`src/rtl/lbus_pkg.sv`:
```
// Shared local-bus definitions: command bytes, well-known slave addresses and
// the host-master FSM state encoding.
package lbus_pkg;
  localparam logic [7:0]  LBUS_CMD_READ      = 8'h00;
  localparam logic [7:0]  LBUS_CMD_WRITE     = 8'h01;
  localparam logic [15:0] LBUS_ADDR_CTRL     = 16'h0002;
  localparam logic [15:0] LBUS_ADDR_START    = 16'h3000;
  localparam logic [15:0] LBUS_ADDR_OPR_BASE = 16'h4000;
  localparam int          LBUS_TMR_W         = 16;

  typedef enum logic [3:0] {
    ST_IDLE, ST_CMD, ST_AH, ST_AL, ST_DH, ST_DL,
    ST_RWAIT, ST_RH, ST_RL, ST_DONE
  } lbus_state_e;
endpackage

```
`src/rtl/lbus_strobe_timer.sv`:
```
// Loadable down-counter shared by the strobe-gap, read-latency and RWAIT
// timeout phases; done is high while the count sits at zero.
module lbus_strobe_timer
  import lbus_pkg::*;
(
  input  logic                  clk,
  input  logic                  rst_n,
  input  logic                  load,
  input  logic [LBUS_TMR_W-1:0] load_val,
  output logic                  done
);
  logic [LBUS_TMR_W-1:0] cnt_q, cnt_d;

  always_comb begin
    cnt_d = cnt_q;
    if (load)
      cnt_d = load_val;
    else if (cnt_q != '0)
      cnt_d = cnt_q - 1'b1;
  end

  always_ff @(posedge clk or negedge rst_n) begin
    if (!rst_n) cnt_q <= '0;
    else        cnt_q <= cnt_d;
  end

  assign done = (cnt_q == '0);
endmodule

```
`src/rtl/lbus_host_master.sv`:
```
// Host-side SAKURA-G local bus initiator: one 16-bit request becomes a byte
// sequence on HWE/HDIN (and HRE/HDOUT for reads). Optional RWAIT timeout: LBUS_MASTER_TIMEOUT_EN.
module lbus_host_master
  import lbus_pkg::*;
#(
  parameter int WR_GAP      = 1,
  parameter int RD_LAT      = 2,
  parameter int TIMEOUT_CYC = 1024
) (
  input  logic        CLK,
  input  logic        RSTn,
  input  logic        req_valid,
  output logic        req_ready,
  input  logic        req_write,
  input  logic [15:0] req_addr,
  input  logic [15:0] req_wdata,
  output logic        rsp_valid,
  output logic [15:0] rsp_rdata,
  output logic        rsp_err,
  input  logic        DEVRDY,
  input  logic        RRDYn,
  input  logic        WRDYn,
  output logic        HWE,
  output logic [7:0]  HDIN,
  output logic        HRE,
  input  logic [7:0]  HDOUT
);
  // A byte state lasts one strobe cycle plus WR_GAP gap cycles; HDOUT is
  // sampled on the RD_LAT-th edge after the HRE strobe edge.
  localparam logic [LBUS_TMR_W-1:0] GAP_LD = LBUS_TMR_W'(WR_GAP);
  localparam logic [LBUS_TMR_W-1:0] LAT_LD = LBUS_TMR_W'(RD_LAT - 1);
`ifdef LBUS_MASTER_TIMEOUT_EN
  localparam logic [LBUS_TMR_W-1:0] TO_LD  = LBUS_TMR_W'(TIMEOUT_CYC - 1);
  logic rsp_err_q, rsp_err_d;
`endif

  lbus_state_e state_q, state_d;
  logic        write_q, write_d;
  logic [15:0] addr_q, addr_d, wdata_q, wdata_d;
  logic [7:0]  rdata_hi_q, rdata_hi_d;
  logic        seen_q, seen_d;
  logic        hwe_q, hwe_d, hre_q, hre_d;
  logic [7:0]  hdin_q, hdin_d;
  logic        rsp_valid_q, rsp_valid_d;
  logic [15:0] rsp_rdata_q, rsp_rdata_d;
  logic                  tmr_load, tmr_done;
  logic [LBUS_TMR_W-1:0] tmr_val;

  lbus_strobe_timer u_timer (
    .clk      (CLK),
    .rst_n    (RSTn),
    .load     (tmr_load),
    .load_val (tmr_val),
    .done     (tmr_done)
  );

  // Readiness of the slave is only qualified while idle.
  assign req_ready = RSTn && (state_q == ST_IDLE) && DEVRDY && !WRDYn;

  always_comb begin
    state_d     = state_q;
    write_d     = write_q;
    addr_d      = addr_q;
    wdata_d     = wdata_q;
    rdata_hi_d  = rdata_hi_q;
    seen_d      = seen_q;
    hwe_d       = 1'b0;
    hre_d       = 1'b0;
    hdin_d      = hdin_q;
    rsp_valid_d = 1'b0;
    rsp_rdata_d = '0;
    tmr_load    = 1'b0;
    tmr_val     = GAP_LD;
`ifdef LBUS_MASTER_TIMEOUT_EN
    rsp_err_d   = 1'b0;
`endif
    case (state_q)
      ST_IDLE: if (req_valid && req_ready) begin
        write_d  = req_write;
        addr_d   = req_addr;
        wdata_d  = req_wdata;
        state_d  = ST_CMD;
        hwe_d    = 1'b1;
        hdin_d   = req_write ? LBUS_CMD_WRITE : LBUS_CMD_READ;
        tmr_load = 1'b1;
      end
      ST_CMD: if (tmr_done) begin
        state_d = ST_AH; hwe_d = 1'b1; hdin_d = addr_q[15:8]; tmr_load = 1'b1;
      end
      ST_AH: if (tmr_done) begin
        state_d = ST_AL; hwe_d = 1'b1; hdin_d = addr_q[7:0]; tmr_load = 1'b1;
      end
      ST_AL: if (tmr_done) begin
        if (write_q) begin
          state_d = ST_DH; hwe_d = 1'b1; hdin_d = wdata_q[15:8]; tmr_load = 1'b1;
        end else begin
          state_d = ST_RWAIT;
          seen_d  = 1'b0;
`ifdef LBUS_MASTER_TIMEOUT_EN
          tmr_load = 1'b1;
          tmr_val  = TO_LD;
`endif
        end
      end
      ST_DH: if (tmr_done) begin
        state_d = ST_DL; hwe_d = 1'b1; hdin_d = wdata_q[7:0]; tmr_load = 1'b1;
      end
      ST_DL: if (tmr_done) begin
        state_d = ST_DONE; rsp_valid_d = 1'b1;
      end
      ST_RWAIT: begin
        // seen_q remembers that RRDYn was low on the previous edge.
        seen_d = !RRDYn;
        if (!RRDYn && seen_q) begin
          state_d = ST_RH; hre_d = 1'b1; tmr_load = 1'b1; tmr_val = LAT_LD;
        end
`ifdef LBUS_MASTER_TIMEOUT_EN
        else if (tmr_done) begin
          state_d     = ST_DONE;
          rsp_valid_d = 1'b1;
          rsp_rdata_d = 16'hDEAD;
          rsp_err_d   = 1'b1;
        end
`endif
      end
      ST_RH: if (tmr_done) begin
        rdata_hi_d = HDOUT;
        state_d = ST_RL; hre_d = 1'b1; tmr_load = 1'b1; tmr_val = LAT_LD;
      end
      ST_RL: if (tmr_done) begin
        state_d = ST_DONE; rsp_valid_d = 1'b1; rsp_rdata_d = {rdata_hi_q, HDOUT};
      end
      default: state_d = ST_IDLE;
    endcase
  end

  always_ff @(posedge CLK or negedge RSTn) begin
    if (!RSTn) begin
      state_q     <= ST_IDLE;
      write_q     <= 1'b0;
      addr_q      <= '0;
      wdata_q     <= '0;
      rdata_hi_q  <= '0;
      seen_q      <= 1'b0;
      hwe_q       <= 1'b0;
      hre_q       <= 1'b0;
      hdin_q      <= '0;
      rsp_valid_q <= 1'b0;
      rsp_rdata_q <= '0;
`ifdef LBUS_MASTER_TIMEOUT_EN
      rsp_err_q   <= 1'b0;
`endif
    end else begin
      state_q     <= state_d;
      write_q     <= write_d;
      addr_q      <= addr_d;
      wdata_q     <= wdata_d;
      rdata_hi_q  <= rdata_hi_d;
      seen_q      <= seen_d;
      hwe_q       <= hwe_d;
      hre_q       <= hre_d;
      hdin_q      <= hdin_d;
      rsp_valid_q <= rsp_valid_d;
      rsp_rdata_q <= rsp_rdata_d;
`ifdef LBUS_MASTER_TIMEOUT_EN
      rsp_err_q   <= rsp_err_d;
`endif
    end
  end

  assign HWE       = hwe_q;
  assign HRE       = hre_q;
  assign HDIN      = hdin_q;
  assign rsp_valid = rsp_valid_q;
  assign rsp_rdata = rsp_rdata_q;
`ifdef LBUS_MASTER_TIMEOUT_EN
  assign rsp_err   = rsp_err_q;
`else
  assign rsp_err   = 1'b0;
`endif
endmodule

```
`config.mk`:
```
export PLATFORM = sky130hd
export DESIGN_NAME = lbus_host_master
export DESIGN_NICKNAME = d
export VERILOG_FILES = /design/src/rtl/lbus_pkg.sv /design/src/rtl/lbus_strobe_timer.sv /design/src/rtl/lbus_host_master.sv
export SDC_FILE = /design/constraint.sdc
export NUM_CORES = 1
export LEC_CHECK = 0
export CORE_MARGIN = 2
export CORE_UTILIZATION = 52
export DETAILED_ROUTE_END_ITERATION = 16
export GPL_TIMING_DRIVEN = 0
export PLACE_DENSITY = 0.8
export SYNTH_ARGS = -nofsm -noshare
export SYNTH_HDL_FRONTEND = slang
export SYNTH_SLANG_ARGS = --single-unit
```
`constraint.sdc`:
```
create_clock -name CLK -period 2.9 [get_ports CLK]
set_input_delay 0.29 -clock CLK [delete_from_list [all_inputs] [get_ports CLK]]
set_output_delay 0.29 -clock CLK [all_outputs]
set_load 0.02 [all_outputs]
```
# Yosys cells after proc, flatten, opt, wreduce, memory -nomap -nowiden
# Index checks and enable logic that the tools add are counted.
# totals
reg_bits	89
input_bits	47
output_inout_bits	29
elab_cells	86
# classes
add_sub_neg	1
eq_ne	18
n_mux	34
reduce_logical	21
# ops
op	n
$mux W16	4
$mux W8	6
$pmux W8 S5	1
$mux W4	8
$pmux W4 S8	1
$eq A4 B3 Y1 const B	4
$logic_not A16 Y1	1
$ne A2 B2 Y1 const B	8
$reduce_bool A16 Y1	1
$sub A16 B1 Y16 const B	1
$mux W1	9
$eq A4 B2 Y1 const B	2
$reduce_and A8 Y1	1
$reduce_and A7 Y1	1
$logic_and A1 B1 Y1	5
$reduce_bool A5 Y1	1
$eq A4 B1 Y1 const B	1
$eq A4 B4 Y1 const B	1
$logic_not A4 Y1	1
$ne A2 B1 Y1 const B	2
$pmux W1 S2	2
$pmux W1 S4	1
$reduce_and A2 Y1	2
$reduce_bool A2 Y1	2
other kinds (7)	8

# Longest topological paths before layout
# Gate-level depths: netlist (run 1).
# logic_depth
ltp_word	8
depth_mapped	8
depth_no_buf	7

# Cells and area by module
# From an unflattened synthesis (run 1), not the netlist that was laid out.
# hier_totals
hier_cells	340
hier_area_um2	4169.0
# by_module_without_submodules
module	n_inst	cells_per_inst	area_each_um2	seq_area_each_um2
lbus_host_master	1	232	3146.8	1826.8
lbus_strobe_timer	1	108	1022.2	400.4

# Worst setup path before layout (run 1)
# OpenSTA, ideal clock, no wires.
# synth_path
path_type	register to register
startpoint	register u_timer.cnt_q[0]
endpoint	register rdata_hi_q[0]
setup_time_ns	0.125
arrival_ns	2.414
required_ns	2.775
path_slack_ns	0.361
stages_incl_launch_ff	8
n_path_buf	1
synth_period_minus_slack_ns	2.539
cell_sequence	dfrtp_1 -> inv_1 -> ha_1 -> or4b_1 -> or4_4 -> buf_6 -> nor3_4 -> mux2_2
# synth_between
elab_chain_cells	2
# synth_rtl
element	line	text
from (decl)	lbus_strobe_timer.sv:12	logic [LBUS_TMR_W-1:0] cnt_q, cnt_d;
from (signal assigned)	lbus_strobe_timer.sv:24	else cnt_q <= cnt_d;
$logic_not A16 Y1	lbus_strobe_timer.sv:27	assign done = (cnt_q == '0);
$reduce_and A2 Y1 (no source line)	--	
to (signal assigned)	lbus_host_master.sv:158	rdata_hi_q <= rdata_hi_d;
to (decl)	lbus_host_master.sv:40	logic [7:0] rdata_hi_q, rdata_hi_d;
# No other way between the ends.
# A chain may end at the register's enable or synchronous reset.

# Worst setup path in the final report (run 1)
# layout_path
startpoint	register u_timer.cnt_q[0]
endpoint	register rdata_hi_q[4]
# The elaborated chain is that of the path after synthesis.

==> flow_summary.toml, run 1 <==
[critical_path]
path_buf_inv = 3
cp-end-kind = "flop"
required_ns = 3.14
path_max_fanout = 9
start_kind = "flop"
slowest_delay_ns = 0.54
worstPathArrival_ns = 2.95
crit_path_cell_trace = "inv_1 -> ha_1 -> or4b_1 -> or4_4 -> buf_6 -> nor3_4 -> buf_12 -> mux2_2"
slowest_stage = "or4b_1"
path_delay_family = "simple AND/OR/NAND/NOR gates"
crit_type = "flop to flop"

[logic_synthesis]
syn-num-nets = 378
syn-instance-count = 329
yosysTopAreaCellShare = 0.560
syn_area_per_cell_um2 = 12.1
ys_seq_elements = 89
synth_edf_count = 0
ys.flop_type = "dfrtp_1"
yosysSeqAreaShare = 0.560
async_flop_share = 1.00
yosys_warnings = 0
yosysTopAreaCell = "dfrtp_1"
synth.distinct_cells = 53
syn_area_um2 = 3980
ys_top_cells_by_area = "dfrtp_1 (56%), mux2_2 (14%), a22oi_1 (2.8%), and2_1 (2.7%), nor2_1 (2.0%)"

[timing]
fmax_mhz = 368
max_slew_margin = 0.591
setup_viol = 0
timing.setup.tns_ns = 0
hold_slack_ns = 0.454
fin_worst_skew_ns = 0.00973
finalHoldViolations = 0
fin_crit_sh = 0.937
rsz0062_at_grt = "false"
maxSlewViolCount = 0
min_period_ns = 2.72
worst_pin_slew_ns = 0.611

[routing]
wl_per_cell_um = 15.9
avgViaCountPerCell = 5.49
vias = 2871
wl_mm = 8.33
antenna_left = 0
drt_iter0_drc = 169
dr.pass1.iters = 4
remaining_drc_errors = 0

[grt]
grt_use_total = 0.211
grt_pass1_vias = 2942
grt_pass1_wl_mm = 14.0
grt_antenna_before_repair = 0
overflow = 0
grt_max_degree = 51

[die]
fp.dieW_um = 91.4
rows = 31
start_util = 0.542
die_y_um = 91.4
dieArea_um2 = 8360
io_pins = 76
core_area_um2 = 7330

[hold_path]
min_path_type = "primary input to async pin"

[placement]
gp_congestion = 0.848
dp_hpwl_mm = 6.01
io_buffers = 74

[cells_and_area]
mostFrequentLayoutCells = "dfrtp_1 (89), clkdlybuf4s50_1 (73), mux2_2 (49), nor2_1 (21), and2_1 (17)"
num-fill-cells = 507
layout-drive-gt1-share = 0.196
synthToLayoutAreaGrowth_pct = 28.5
num_antenna_cells = 0
final_common_cell = "dfrtp_1"
num-nets-final = 468

[cts]
cts-root-buf = "clkbuf_8"
cts_buffers = 9
clk_pin_slew_ns = 0.09
cts_buffer_depth = 2
tritoncts = "done"
insertion_delay_ns = 0.35
h-tree-depth = 3
cts.sinks = 89

[pwr]
p_leak_nw = 2.21
power.density_nw_per_um2 = 637
finalPower_mw = 3.25
vdd_drop_max_uv = 318

[status]
status = "finished clean"

[run]
maxCapViolCount = 0
-- stage by stage --
step | std cells | utilization | instance area [um^2] | setup slack [ns]
finish | 523 | 0.697 | 5110 | 0.182
global route | 523 | 0.697 | 5110 | 0.0723
CTS | 520 | 0.691 | 5070 | 0.0805
detailed placement | 503 | 0.664 | 4870 | -0.0160
global placement | 502 | 0.660 | 4840 | -2.82
floorplan | 329 | - | 3980 | 0.361
-- path summary, 6_finish.rpt --
check / startpoint / to / slack (ns) / depth (start not counted)
setup / recovery: u_timer.cnt_q[0]$_DFFE_PN0P_ / rdata_hi_q[4]$_DFFE_PN0P_ / 0.18 / 8
hold / removal: RSTn / wdata_q[9]$_DFFE_PN0P_ / 0.45 / 2
setup reg to reg: u_timer.cnt_q[0]$_DFFE_PN0P_ / rdata_hi_q[4]$_DFFE_PN0P_ / 0.18 / 8
hold reg to reg: rdata_hi_q[7]$_DFFE_PN0P_ / rsp_rdata[15]$_DFF_PN0_ / 0.48 / 1
max in group asynchronous: RSTn / u_timer.cnt_q[3]$_DFFE_PN0P_ / 1.83 / 3
min in group CLK: rdata_hi_q[7]$_DFFE_PN0P_ / rsp_rdata[15]$_DFF_PN0_ / 0.48 / 1
-- report_power, final --
part | internal [mW] | switching, mW | total [mW]
registers | 1.48 | 0.193 | 1.67
logic | 0.410 | 0.372 | 0.782
clock network | 0.346 | 0.457 | 0.803
total | 2.23 | 1.02 | 3.25
-- Yosys cell counts, drive strengths merged (2+ instances only) --
| cell type | n |
|---|---|
| dfrtp | 89 |
| mux2 | 49 |
| nor2 | 21 |
| and2 | 17 |
| nand2 | 16 |
| a22oi | 15 |
| clkbuf | 12 |
| a21oi | 10 |
| nor3 | 9 |
| xnor2 | 8 |
| nor2b | 7 |
| o22ai | 7 |
| buf | 6 |
| o21ai | 6 |
| nor4 | 5 |
| nand2b | 4 |
| or4 | 4 |
| inv | 3 |
| nand3 | 3 |
| nor4b | 3 |
| o31ai | 3 |
| or3 | 3 |
| a21o | 2 |
| ha | 2 |
| mux2i | 2 |
| nand3b | 2 |
| nor3b | 2 |
-- metal layers --
layer	track usage	routed length [um]	up-vias
met4	0.0657	72	0
met1	0.282	3650	1424
met2	0.345	4210	77
li1	-	-	1363
met5	0	0	-
met3	0.0473	400	7
-- state kept, by name, indices dropped and copies added, names as in the netlist, 4 cells and up --
signal         cells
rdata_hi_q         8
rsp_rdata         16
u_timer.cnt_q     16
addr_q            16
HDIN               8
wdata_q           16
state_q            4
-- timing repair --
item,in CTS,in global routing
hold buffers,1,0
pin swaps,0,2
setup endpoints to repair,10,16
endpoints found under the hold margin,39,0
gates resized for setup,1,1
buffers inserted,0,3
-- worst reg2reg max path, stage by stage, from the launching register on --
cell	delay (ns)
dfrtp_1	0.42
inv_1	0.11
ha_1	0.16
or4b_1	0.54
or4_4	0.52
buf_6	0.16
nor3_4	0.21
buf_12	0.15
mux2_2	0.33
-- logic make-up after synthesis --
kind of cell | share of synthesized area
AND/OR/NAND/NOR | 0.150
flip-flops | 0.560
AO/OA/AOI/OAI | 0.0979
multiplexers | 0.144
buffers and inverters | 0.0233
XOR/XNOR | 0.0176
adder cells (fa/ha/maj) | 0.00629
other | 0.000943
-- layout make-up --
cell class / count / area, um^2 / share of cell area
buffer: 18 / 81.3 / 0.0159
clock buffer: 10 / 138 / 0.0269
timing repair buffer: 79 / 811 / 0.159
multi-input combinational: 219 / 1670 / 0.326
sequential: 89 / 2230 / 0.436
clock inverter: 6 / 50.0 / 0.00980
inverter: 3 / 11.3 / 0.00220
tap: 99 / 124 / 0.0242
Note: power is estimated with default switching activity, not from simulation.
==> run 2: changes to the inputs <==
--- a/config.mk
+++ b/config.mk
@@ -6,10 +6,11 @@
 export NUM_CORES = 1
 export LEC_CHECK = 0
 export CORE_MARGIN = 2
-export CORE_UTILIZATION = 52
+export CORE_UTILIZATION = 56
 export DETAILED_ROUTE_END_ITERATION = 16
 export GPL_TIMING_DRIVEN = 0
-export PLACE_DENSITY = 0.8
+export PLACE_DENSITY = 0.85
+export RECOVER_POWER = 100
 export SYNTH_ARGS = -nofsm -noshare
 export SYNTH_HDL_FRONTEND = slang
 export SYNTH_SLANG_ARGS = --single-unit
==> constraint.sdc (replaced) <==
create_clock -name CLK -period 3.2 [get_ports CLK]
set_input_delay 0.32 -clock CLK [delete_from_list [all_inputs] [get_ports CLK]]
set_output_delay 0.32 -clock CLK [all_outputs]
set_load 0.02 [all_outputs]
==> run 2 against run 1 <==
Net effect:
- the run now ends with capacitance limit, slew limit left
- design area is 1.7% lower
- power is 9.0% lower
- clock skew is 0.0014 ns lower
- first-iteration DRC count is 34% higher
- worst hold slack worse by 0.098 ns
- final cell count is 1.1% lower
- critical path type unchanged
- largest power group unchanged
==> flow_summary.toml, run 2 (synthesized netlist as in run 1, its figures left out) <==
[placement]
gp_congestion = 0.876
io_buffers = 74
dp_cells = 500
pre_cts_ws_ns = 0.268
dp_hpwl_mm = 6.24

[hold_path]
min_path_type = "primary input to async pin"

[grt]
grt_pass1_wl_mm = 13.8
grt_max_degree = 73
grt_use_total = 0.235
overflow = 0
grt_antenna_before_repair = 0
grt_pass1_vias = 2918

[die]
rows = 30
start_util = 0.582
dieArea_um2 = 7790
core_area_um2 = 6830
fp.dieW_um = 88.3
io_pins = 76
die_y_um = 88.3

[critical_path]
path_delay_family = "simple AND/OR/NAND/NOR gates"
crit_type = "flop to flop"
required_ns = 3.46
path_max_fanout = 9
cp-end-kind = "flop"
start_kind = "flop"
path_buf_inv = 2
crit_path_cell_trace = "inv_1 -> ha_1 -> or4b_1 -> or4_1 -> clkbuf_1 -> nor3_4 -> mux2_2"
worstPathArrival_ns = 3.25
slowest_delay_ns = 0.54
slowest_stage = "or4b_1"

[pwr]
power.density_nw_per_um2 = 589
vdd_drop_max_uv = 320
p_leak_nw = 2.25
finalPower_mw = 2.96

[cells_and_area]
layout-drive-gt1-share = 0.178
synthToLayoutAreaGrowth_pct = 26.3
mostFrequentLayoutCells = "dfrtp_1 (89), mux2_2 (48), clkdlybuf4s50_1 (45), dlygate4sd3_1 (29), nor2_1 (21)"
multi_input_area_um2 = 1650
fin_cells = 517
final_common_cell = "dfrtp_1"
num-nets-final = 465
regArea_um2 = 2230
num-fill-cells = 478
num_antenna_cells = 0

[timing]
min_period_ns = 2.99
worst_pin_slew_ns = 1.68
finalHoldViolations = 0
maxSlewViolCount = 73
fmax_mhz = 334
rsz0062_at_grt = "false"
fin_crit_sh = 0.935
timing.final.ws_setup_ns = 0.207
setup_viol = 0
max_slew_margin = -0.121
fin_worst_skew_ns = 0.00832

[cts]
cts-root-buf = "clkbuf_8"
tritoncts = "done"
clk_pin_slew_ns = 0.10
cts_buffer_depth = 2
cts_buffers = 9
cts.sinks = 89
h-tree-depth = 3
insertion_delay_ns = 0.37

[status]
status = "finished, violations left"
violations = "capacitance limit, slew limit"

[routing]
wl_per_cell_um = 16.5
highest_layer = "met4"
route.met2.wl_mm = 4.31
avgViaCountPerCell = 5.69
antenna_left = 0
vias = 2943
met3_length_um = 334
wl_met1_mm = 3.59
dr.pass1.iters = 4
remaining_drc_errors = 0
drt_iter0_drc = 227
wl_mm = 8.53

[run]
maxCapViolCount = 1
## run 2: metal layers
metal,track usage,vias up
met2,0.383,72
met4,0.132,0
met5,0,-
met3,0.0448,25
met1,0.296,1487
li1,-,1359
## run 2: layout make-up
type | instances | area share
tap | 96 | 0.0239
inverter | 3 | 0.00224
buffer | 18 | 0.0147
clock inverter | 7 | 0.0137
clock buffer | 9 | 0.0247
multi-input combinational | 219 | 0.328
sequential | 89 | 0.443
timing repair buffer | 76 | 0.150
## run 2: where the power goes
group          internal (mW)  total, mW  switching [mW]  leakage [nW]
logic                  0.357      0.694           0.337          1.01
clock network          0.306      0.763           0.456        0.0937
registers               1.34       1.50           0.168          1.15
## run 2: worst reg2reg max path: cells and delay by family, from the launching register on
family | cells | cell delay [ns]
DFF | 1 | 0.42
buffers and inverters | 2 | 0.36
and+or+nand+nor | 3 | 1.52
adders and majority gates | 1 | 0.18
muxes | 1 | 0.41
## run 2: worst paths after layout
path / from / to / slack (ns) / depth (start not counted)
worst max register to register: u_timer.cnt_q[0]$_DFFE_PN0P_ / rdata_hi_q[7]$_DFFE_PN0P_ / 0.21 / 7
worst min register to register: rdata_hi_q[5]$_DFFE_PN0P_ / rsp_rdata[13]$_DFF_PN0_ / 0.49 / 1
min in group CLK: rdata_hi_q[5]$_DFFE_PN0P_ / rsp_rdata[13]$_DFF_PN0_ / 0.49 / 1
worst max-delay path: u_timer.cnt_q[0]$_DFFE_PN0P_ / rdata_hi_q[7]$_DFFE_PN0P_ / 0.21 / 7
max in group asynchronous: RSTn / addr_q[0]$_DFFE_PN0P_ / 0.95 / 3
worst min-delay path: RSTn / u_timer.cnt_q[10]$_DFFE_PN0P_ / 0.36 / 2
## run 2: through the flow
stage | instance area (um^2) | utilization | setup TNS (ns) | hold WS (ns)
floorplan | 3980 | - | 0 | 0.0244
global placement | 4840 | 0.708 | -260.48 | 0.455
detailed placement | 4860 | 0.712 | 0 | 0.218
CTS | 5060 | 0.741 | 0 | 0.361
global route | 5020 | 0.735 | 0 | 0.360
finish | 5020 | 0.735 | 0 | 0.356
## run 2: timing repair
action | 4_1_cts | 5_1_grt
endpoints found under the hold margin | 17 | 0
endpoints found under the setup margin | 0 | 0
setup buffers | 0 | 0
resized for setup | 0 | 0
hold buffers | 1 | 0
